[config.mk]
export PLATFORM = sky130hd
export DESIGN_NAME = reg_file_ctrl
export DESIGN_NICKNAME = d
export VERILOG_FILES = /design/src/rtl/rf_ctrl_pkg.sv /design/src/rtl/reg_file_ctrl.sv
export SDC_FILE = /design/constraint.sdc
export NUM_CORES = 1
export LEC_CHECK = 0
export CAP_MARGIN = 25
export CORE_MARGIN = 4
export CORE_UTILIZATION = 42
export CTS_BUF_LIST = sky130_fd_sc_hd__clkbuf_16
export CTS_CLUSTER_DIAMETER = 60
export CTS_CLUSTER_SIZE = 28
export DETAILED_ROUTE_END_ITERATION = 10
export PLACE_DENSITY = 0.79
export SYNTH_ARGS = -nofsm -noshare
export SYNTH_HDL_FRONTEND = slang
export SYNTH_SLANG_ARGS = --single-unit
[constraint.sdc]
create_clock -name clk -period 3.8 [get_ports clk]
set_clock_uncertainty 0.05 [all_clocks]
set_input_delay 0.38 -clock clk [delete_from_list [all_inputs] [get_ports clk]]
set_output_delay 0.38 -clock clk [all_outputs]
set_load 0.01 [all_outputs]
[src/rtl/rf_ctrl_pkg.sv]
// Shared opcode and FSM state encodings for the register-file command controller.
package rf_ctrl_pkg;

  localparam logic [1:0] OP_WRITE = 2'b00;
  localparam logic [1:0] OP_READ  = 2'b01;
  localparam logic [1:0] OP_COPY  = 2'b10;
  localparam logic [1:0] OP_CLEAR = 2'b11;

  typedef enum logic [2:0] {
    ST_IDLE = 3'd0,
    ST_WR   = 3'd1,
    ST_RD   = 3'd2,
    ST_RSP  = 3'd3,
    ST_CP   = 3'd4,
    ST_CLR  = 3'd5
  } state_e;

endpackage

[src/rtl/reg_file_ctrl.sv]
// Command-driven master for a 2-read/1-write register file (WRITE/READ/COPY/CLEAR).
// Optional RF_CTRL_PERF_CNT_EN adds accepted-command and busy-cycle counters.
module reg_file_ctrl
  import rf_ctrl_pkg::*;
#(
  parameter int DATA_WIDTH = 32,
  parameter int ADDR_WIDTH = 5
) (
  input  logic                  clk,
  input  logic                  rst,
  input  logic                  cmd_valid,
  output logic                  cmd_ready,
  input  logic [1:0]            cmd_op,
  input  logic [ADDR_WIDTH-1:0] cmd_addr_a,
  input  logic [ADDR_WIDTH-1:0] cmd_addr_b,
  input  logic [DATA_WIDTH-1:0] cmd_data,
  output logic                  rsp_valid,
  input  logic                  rsp_ready,
  output logic [DATA_WIDTH-1:0] rsp_data1,
  output logic [DATA_WIDTH-1:0] rsp_data2,
  output logic                  rf_wen,
  output logic [ADDR_WIDTH-1:0] rf_waddr,
  output logic [DATA_WIDTH-1:0] rf_wdata,
  output logic [ADDR_WIDTH-1:0] rf_raddr1,
  output logic [ADDR_WIDTH-1:0] rf_raddr2,
  input  logic [DATA_WIDTH-1:0] rf_rdata1,
`ifdef RF_CTRL_PERF_CNT_EN
  output logic [31:0]           perf_cmd_cnt,
  output logic [31:0]           perf_busy_cnt,
`endif
  input  logic [DATA_WIDTH-1:0] rf_rdata2
);

  localparam logic [ADDR_WIDTH-1:0] CNT_ONE = ADDR_WIDTH'(1);
  localparam logic [ADDR_WIDTH-1:0] CNT_MAX = '1;

  state_e                state_q, state_d;
  logic [ADDR_WIDTH-1:0] a_q, b_q;
  logic [DATA_WIDTH-1:0] data_q;
  logic [ADDR_WIDTH-1:0] cnt_q, cnt_d;
  logic                  rsp_valid_q, rsp_valid_d;
  logic [DATA_WIDTH-1:0] rsp1_q, rsp1_d, rsp2_q, rsp2_d;
  logic                  accept;

  assign cmd_ready = (state_q == ST_IDLE) && !rst;
  assign accept    = cmd_valid && cmd_ready;
  assign rsp_valid = rsp_valid_q;
  assign rsp_data1 = rsp1_q;
  assign rsp_data2 = rsp2_q;

  always_ff @(posedge clk or posedge rst) begin
    if (rst) begin
      state_q     <= ST_IDLE;
      cnt_q       <= CNT_ONE;
      rsp_valid_q <= 1'b0;
      rsp1_q      <= '0;
      rsp2_q      <= '0;
      a_q         <= '0;
      b_q         <= '0;
      data_q      <= '0;
    end else begin
      state_q     <= state_d;
      cnt_q       <= cnt_d;
      rsp_valid_q <= rsp_valid_d;
      rsp1_q      <= rsp1_d;
      rsp2_q      <= rsp2_d;
      // Fields are latched at accept so the host may drop them right away
      if (accept) begin
        a_q    <= cmd_addr_a;
        b_q    <= cmd_addr_b;
        data_q <= cmd_data;
      end
    end
  end

  always_comb begin
    state_d     = state_q;
    cnt_d       = cnt_q;
    rsp_valid_d = rsp_valid_q;
    rsp1_d      = rsp1_q;
    rsp2_d      = rsp2_q;
    rf_wen      = 1'b0;
    rf_waddr    = '0;
    rf_wdata    = '0;
    rf_raddr1   = '0;
    rf_raddr2   = '0;
    unique case (state_q)
      ST_IDLE: begin
        if (accept) begin
          unique case (cmd_op)
            OP_WRITE: state_d = ST_WR;
            OP_READ:  state_d = ST_RD;
            OP_COPY:  state_d = ST_CP;
            default:  state_d = ST_CLR;
          endcase
        end
      end
      ST_WR: begin
        rf_waddr = a_q;
        rf_wdata = data_q;
        rf_wen   = (a_q != '0);
        state_d  = ST_IDLE;
      end
      ST_RD: begin
        rf_raddr1   = a_q;
        rf_raddr2   = b_q;
        rsp1_d      = rf_rdata1;
        rsp2_d      = rf_rdata2;
        rsp_valid_d = 1'b1;
        state_d     = ST_RSP;
      end
      ST_RSP: begin
        if (rsp_ready) begin
          rsp_valid_d = 1'b0;
          state_d     = ST_IDLE;
        end
      end
      ST_CP: begin
        // Read data passes straight through to the write port in one cycle
        rf_raddr1 = a_q;
        rf_waddr  = b_q;
        rf_wdata  = rf_rdata1;
        rf_wen    = (b_q != '0);
        state_d   = ST_IDLE;
      end
      ST_CLR: begin
        rf_wen   = 1'b1;
        rf_waddr = cnt_q;
        if (cnt_q == CNT_MAX) begin
          cnt_d   = CNT_ONE;
          state_d = ST_IDLE;
        end else begin
          cnt_d = cnt_q + CNT_ONE;
        end
      end
      default: state_d = ST_IDLE;
    endcase
  end

`ifdef RF_CTRL_PERF_CNT_EN
  logic [31:0] cmd_cnt_q, busy_cnt_q;

  always_ff @(posedge clk or posedge rst) begin
    if (rst) begin
      cmd_cnt_q  <= '0;
      busy_cnt_q <= '0;
    end else begin
      if (accept) cmd_cnt_q <= cmd_cnt_q + 32'd1;
      if (state_q != ST_IDLE && busy_cnt_q != '1) busy_cnt_q <= busy_cnt_q + 32'd1;
    end
  end

  assign perf_cmd_cnt  = cmd_cnt_q;
  assign perf_busy_cnt = busy_cnt_q;
`endif

endmodule

==> out/results.md, run 1 <==
## Status
* complete, no violations — status

## Cells and area
* sky130_fd_sc_hd__clkdlybuf4s50_1 — most common library cell in the layout ignoring fill and taps
* 695 — Post-layout nets
* 732 — Final Instance Count excl. Fillers
* 26.3% — share of final-layout standard cells stronger than drive strength 1
* 0 — antenna fix cells
* 60.2% — area added between synthesis and finish
* 225 x sky130_fd_sc_hd__clkdlybuf4s50_1, 114 x sky130_fd_sc_hd__dfrtp_1, 113 x sky130_fd_sc_hd__mux2_2, 32 x sky130_fd_sc_hd__a22o_1, 17 x sky130_fd_sc_hd__clkbuf_16 — top library cells by usage in the layout, fill and taps aside
* 8010 um2 — post-route cell area
* 69.5% — final core utilization

## Yosys
* 5000 um2 — area of the mapped netlist
* 8.19% — fraction of the mapped netlist area in compound gates
* sky130_fd_sc_hd__dfrtp_1 — cell accounting for the most synthesized area
* 57.6% — share of synthesized area occupied by flip-flops and latches
* 4.86% — simple-gate share of the synthesized area
* 1.25% — Adder-Cell Fraction of Synth Area
* multiplexers — main combinational cell family by area after synthesis
* 115 — number of storage elements in the synthesis netlist
* sky130_fd_sc_hd__dfrtp_1 57%, sky130_fd_sc_hd__mux2_2 25%, sky130_fd_sc_hd__a22o_1 5.6% — top cells by area in the synthesized netlist
* 0 — Yosys warning total
* 32 — post-synth cell types
* 14.4 um2 — Mapped Avg Cell Area
* 0% — xor/xnor share of the synthesized area
* 465 — Net Count, Synth
* 25.5% — mux share of post-synthesis cell area
* 57.1% — share of the synthesized area in the top cell type
* 348 — cells after synthesis

## Timing
* 0 — Hold Vio Cnt, Final
* 0.783 ns — Tightest Pin Transition
* 3.32 ns — Final Critical Period
* 47.7% — Rel. slew slack
* no — setup repair after global routing missed its margin
* 301 MHz — achievable clock frequency
* 0.437 ns — hold slack
* 87.3% — final clock period utilization by the worst path
* 0 ns — total negative slack
* 0.481 ns — final critical-path setup slack
* 0 — setup violation total in the final timing report
* 0 — final slew viol count

## Global routing
* 0 — total grt overflow
* 46 — largest net degree at the start of global routing
* 20.9% — total global-route track usage
* 0 — number of antenna violations at the first check in global routing
* 4,160 — number of global-route vias before repair
* 21,700 um — first-pass GRT wire length

## Route
* 5 — number of iterations in the first detailed-routing pass
* 211 — initial DRC count
* 19.1 um — post-detailed-route wirelength per cell
* 5.28 — via count normalized by instance count
* 0 — Detail Route Antenna Nets
* 14,000 um — Detailed Route WL
* 0 — post-route DRC violation count
* 3,867 — via count

## Worst setup path
* 23 — maximum net fanout on the critical path
* 2.89 ns — Crit path arrival time
* register to output pin — Worst Path Class, Setup
* 1.26 ns — R2R setup slack
* 4 — Worst R2R Path Depth
* rsp_data2[1] — capturing point of the worst reg2reg path
* 3.37 ns — required arrival time at the worst endpoint
* output pin — Setup crit end kind
* state_q[1] — reg2reg start
* register — startpoint class of the critical path

## Clock network
* 0 — number of instances resized during post-cts repair
* 4 — Clock H-tree levels
* 0 — count of buffers added by post-CTS timing repair for setup
* 0.05 ns — Reg clk slew, reported paths
* done — CTS tree
* 17 — clock buffers created by TritonCTS
* 115 — count of clock tree sinks
* 2 — number of buffers on the longest clock path
* sky130_fd_sc_hd__clkbuf_16 — buffer cell driving the clock tree root
* 0.40 ns — worst skew pair latency
* 0 — count of hold-fix buffers inserted at cts

## Placement
* 7410 um2 — dpl cell area
* 0.926 ns — pre-CTS WS
* 0.852 — RePlAce Congestion
* 225 — number of input and output port buffers inserted
* 701 — number of cells in the design after placement
* 10,300 um — detailed placer's ending HPWL

## Floorplan
* 43.4% — Initial Utilization
* 13,700 um2 — Die Area
* 117 um — height of the die
* 226 — number of top-level pins
* 117 um — chip width
* 39 — site row count
* 11,500 um2 — core box area

## Power
* 5.60 mW — total design power
* 700 nW/um2 — ratio of total power to cell area
* 0.000419 V — largest vdd supply drop
* 3.32 nW — leakage power

## Flow run
* 0 — maximum capacitance violations

## Min path
* input pin to asynchronous set/reset pin — class of the tightest hold or removal check

==> registers in the layout, summed over array words and instances (netlist names) <==
name	count
a_q	5
cnt_q	5
rsp_valid	1
rsp_data1	32
rsp_data2	32
data_q	32
state_q	3
b_q	5
==> cell families (layout without fill, tap and decap cells) <==
logic type      after synthesis  count (layout)
compound gates               51              51
flops                       115             115
buf+inv                      25             266
simple gates                 39              39
mux                         113             113
fa+ha+maj                     5               5
==> final cells by class <==
cell class | count | area [um2]
inverter | 4 | 17.5
multi-input combinational | 208 | 2000
timing repair buffer | 232 | 2360
clock inverter | 13 | 144
clock buffer | 17 | 425
tap | 143 | 179
fill | 834 | 3510
sequential | 115 | 2880
==> Yosys cell counts (all sizes together) <==
master	instances
dfrtp	114
o21ai	6
mux2	113
nor3b	1
nand2	2
nor2b	3
buf	20
nor4	1
ha	5
nor2	12
or4	2
a21oi	1
clkbuf	1
nand3b	2
inv	4
and2	5
or4b	1
o22a	1
nand3	1
a22oi	6
o41ai	1
nand2b	2
dfstp	1
and3	6
a21o	1
o32ai	2
a22o	32
o22ai	1
nor3	1
==> power breakdown <==
group,switching (mW),leakage (nW),internal [mW],total (mW)
Combinational,0.720,1.67,1.30,2.02
Clock,0.522,0.273,1.01,1.53
Sequential,0.313,1.37,1.74,2.05
Total,1.56,3.32,4.05,5.60
==> critical path: stages (launching register included) <==
cell	delay, ns
sky130_fd_sc_hd__dfrtp_1	0.59
sky130_fd_sc_hd__nand2b_1	0.32
sky130_fd_sc_hd__nor2_2	0.44
sky130_fd_sc_hd__buf_4	0.36
sky130_fd_sc_hd__a22o_1	0.20
sky130_fd_sc_hd__clkdlybuf4s50_1	0.55
==> metal layers <==
layer,GRT usage [%],wire length (um),share of wire [%]
met4,8.49,268,1.9
met1,23.9,5330,38
met5,0,0,0
met3,9.46,1480,11
met2,34.3,6910,49
==> worst max path at each step <==
stage / from / to
final: state_q[1] / rf_wdata[16]
after global routing: state_q[1] / rf_wdata[16]
after CTS: state_q[0] / rf_wdata[16]
after detailed placement: state_q[1] / rf_wdata[16]
after global placement: state_q[1] / rf_wdata[20]
after floorplan: rst / a_q[0]
Note: power is estimated with default switching activity, not from simulation.
==> inputs of run 2 (changes only) <==
MAX_ROUTING_LAYER = met4   (was unset)
SKIP_CTS_REPAIR_TIMING = 1   (was unset)
==> run 2 against run 1 <==
Compared with the run above: fmax about the same; die area unchanged; non-clock buffer count unchanged; critical path type unchanged; largest cell class unchanged.
==> out/results.md, run 2 (synthesis gave the netlist of run 1 again) <==
## Worst setup path
* register to output pin — Worst Path Class, Setup
* 23 — maximum net fanout on the critical path, unchanged
* register — startpoint class of the critical path
* sky130_fd_sc_hd__dfrtp_1 — slowest library cell on the worst path
* 4 — Worst R2R Path Depth, unchanged
* rsp_data2[1] — capturing point of the worst reg2reg path
* 2.89 ns — Crit path arrival time, about the same
* 0.59 ns — delay of the slowest cell on the worst path, about the same
* output pin — Setup crit end kind
* buffers and inverters — family with the most delay on the worst path
* state_q[1] — reg2reg start
* 3.37 ns — required arrival time at the worst endpoint, about the same
* 1.24 ns — R2R setup slack, -0.02 ns
* nand2b_1, nor2_2, buf_4, a22o_1, clkdlybuf4s50_1 — sequence of cells on the critical path
* 5 — stages on the worst setup path, unchanged
* 2 — Worst Path Buf+Inv, unchanged

## Timing
* 301 MHz — achievable clock frequency, about the same
* 87.4% — final clock period utilization by the worst path, about the same
* 0 ns — total negative slack, unchanged
* 0 — final slew viol count, unchanged
* 0 — setup violation total in the final timing report, unchanged
* 0.437 ns — hold slack, -0.0000940 ns
* 0.791 ns — Tightest Pin Transition, +0.00750 ns
* 3.32 ns — Final Critical Period, +0.00313 ns
* 0 — Hold Vio Cnt, Final, unchanged
* 47.2% — Rel. slew slack, -0.50 points
* no — setup repair after global routing missed its margin

## Cells and area
* 0 — antenna fix cells, unchanged
* 60.2% — area added between synthesis and finish, unchanged
* 26.3% — share of final-layout standard cells stronger than drive strength 1, unchanged
* 732 — Final Instance Count excl. Fillers, unchanged
* sky130_fd_sc_hd__clkdlybuf4s50_1 — most common library cell in the layout ignoring fill and taps
* 69.5% — final core utilization, unchanged
* 834 — filler instances, unchanged
* 2000 um2 — area of the multi-input gates, unchanged
* 2880 um2 — area used by sequential logic in the layout, unchanged
* 695 — Post-layout nets, unchanged
* 225 x sky130_fd_sc_hd__clkdlybuf4s50_1, 114 x sky130_fd_sc_hd__dfrtp_1, 113 x sky130_fd_sc_hd__mux2_2, 32 x sky130_fd_sc_hd__a22o_1, 17 x sky130_fd_sc_hd__clkbuf_16 — top library cells by usage in the layout, fill and taps aside

## Power
* 5.60 mW — total design power, about the same
* 700 nW/um2 — ratio of total power to cell area, about the same
* 3.32 nW — leakage power, unchanged
* 0.000420 V — largest vdd supply drop, +0.35%

## Min path
* input pin to asynchronous set/reset pin — class of the tightest hold or removal check

## Floorplan
* 13,700 um2 — Die Area, unchanged
* 117 um — chip width, unchanged
* 39 — site row count, unchanged
* 226 — number of top-level pins, unchanged
* 43.4% — Initial Utilization, unchanged
* 117 um — height of the die, unchanged
* 11,500 um2 — core box area, unchanged

## Global routing
* 4,182 — number of global-route vias before repair, +0.53%
* 0 — total grt overflow, unchanged
* 46 — largest net degree at the start of global routing, unchanged
* 21.5% — total global-route track usage, +0.58 points
* 0 — number of antenna violations at the first check in global routing, unchanged
* 21,600 um — first-pass GRT wire length, -0.35%

## Placement
* 225 — number of input and output port buffers inserted, unchanged
* 10,300 um — detailed placer's ending HPWL, unchanged
* 701 — number of cells in the design after placement, unchanged
* 0.866 — RePlAce Congestion, +1.6%

## Clock network
* done — CTS tree
* 4 — Clock H-tree levels, unchanged
* 115 — count of clock tree sinks, unchanged
* 17 — clock buffers created by TritonCTS, unchanged
* 0.40 ns — worst skew pair latency, about the same
* 0.05 ns — Reg clk slew, reported paths, about the same
* 2 — number of buffers on the longest clock path, unchanged
* sky130_fd_sc_hd__clkbuf_16 — buffer cell driving the clock tree root

## Route
* 0 — post-route DRC violation count, unchanged
* 3,874 — via count, +0.18%
* 5.29 — via count normalized by instance count, +0.18%
* 5520 um — met1 WL, +3.5%
* 14,000 um — Detailed Route WL, about the same
* 5 — number of iterations in the first detailed-routing pass, unchanged
* 1300 um — sum of met3 wire segment lengths after detailed routing, -13%
* 232 — initial DRC count, +10%
* met4 — Top Metal Used
* 0 — Detail Route Antenna Nets, unchanged
* 19.1 um — post-detailed-route wirelength per cell, about the same
* 6890 um — routed wl met2, -0.30%

## Status
* complete, no violations — status

## Flow run
* 0 — maximum capacitance violations, unchanged

-- run 2: layout make-up --
| cell class | count | share of cell area [%] |
|---|---|---|
| Inverter | 4 | 0.219 |
| Clock inverter | 13 | 1.80 |
| Clock buffer | 17 | 5.31 |
| Timing Repair Buffer | 232 | 29.4 |
| Tap cell | 143 | 2.24 |
| Multi-Input combinational cell | 208 | 25.0 |
| Sequential cell | 115 | 36.0 |
-- run 2: through the flow --
step,instance area (um2),setup slack (ns)
global route,8010,0.305
CTS,7980,0.466
finish,8010,0.478
global placement,7380,1.07
detailed placement,7410,0.926
floorplan,5000,0.328
-- run 2: how the worst max path moves through the flow --
stage / to / startpoint / slack (ns)
global placement: rf_wdata[20] / state_q[1] / 1.07
detailed placement: rf_wdata[16] / state_q[1] / 0.93
global route: rf_wdata[16] / state_q[1] / 0.30
floorplan: a_q[0] / rst / 0.33
CTS: rf_wdata[16] / state_q[0] / 0.47
finish: rf_wdata[16] / state_q[1] / 0.48
-- run 2: power by group --
group | internal (mW) | switching, mW | leakage, nW | total (mW)
Combinational | 1.30 | 0.720 | 1.67 | 2.02
Clock | 1.01 | 0.522 | 0.273 | 1.53
Sequential | 1.74 | 0.313 | 1.37 | 2.05
-- run 2: layer usage --
layer / global-route usage (%) / vias up
li1: - / 1739
met1: 24.8 / 1925
met2: 34.4 / 186
met3: 7.66 / 24
met4: 8.49 / 0
met5: - / -
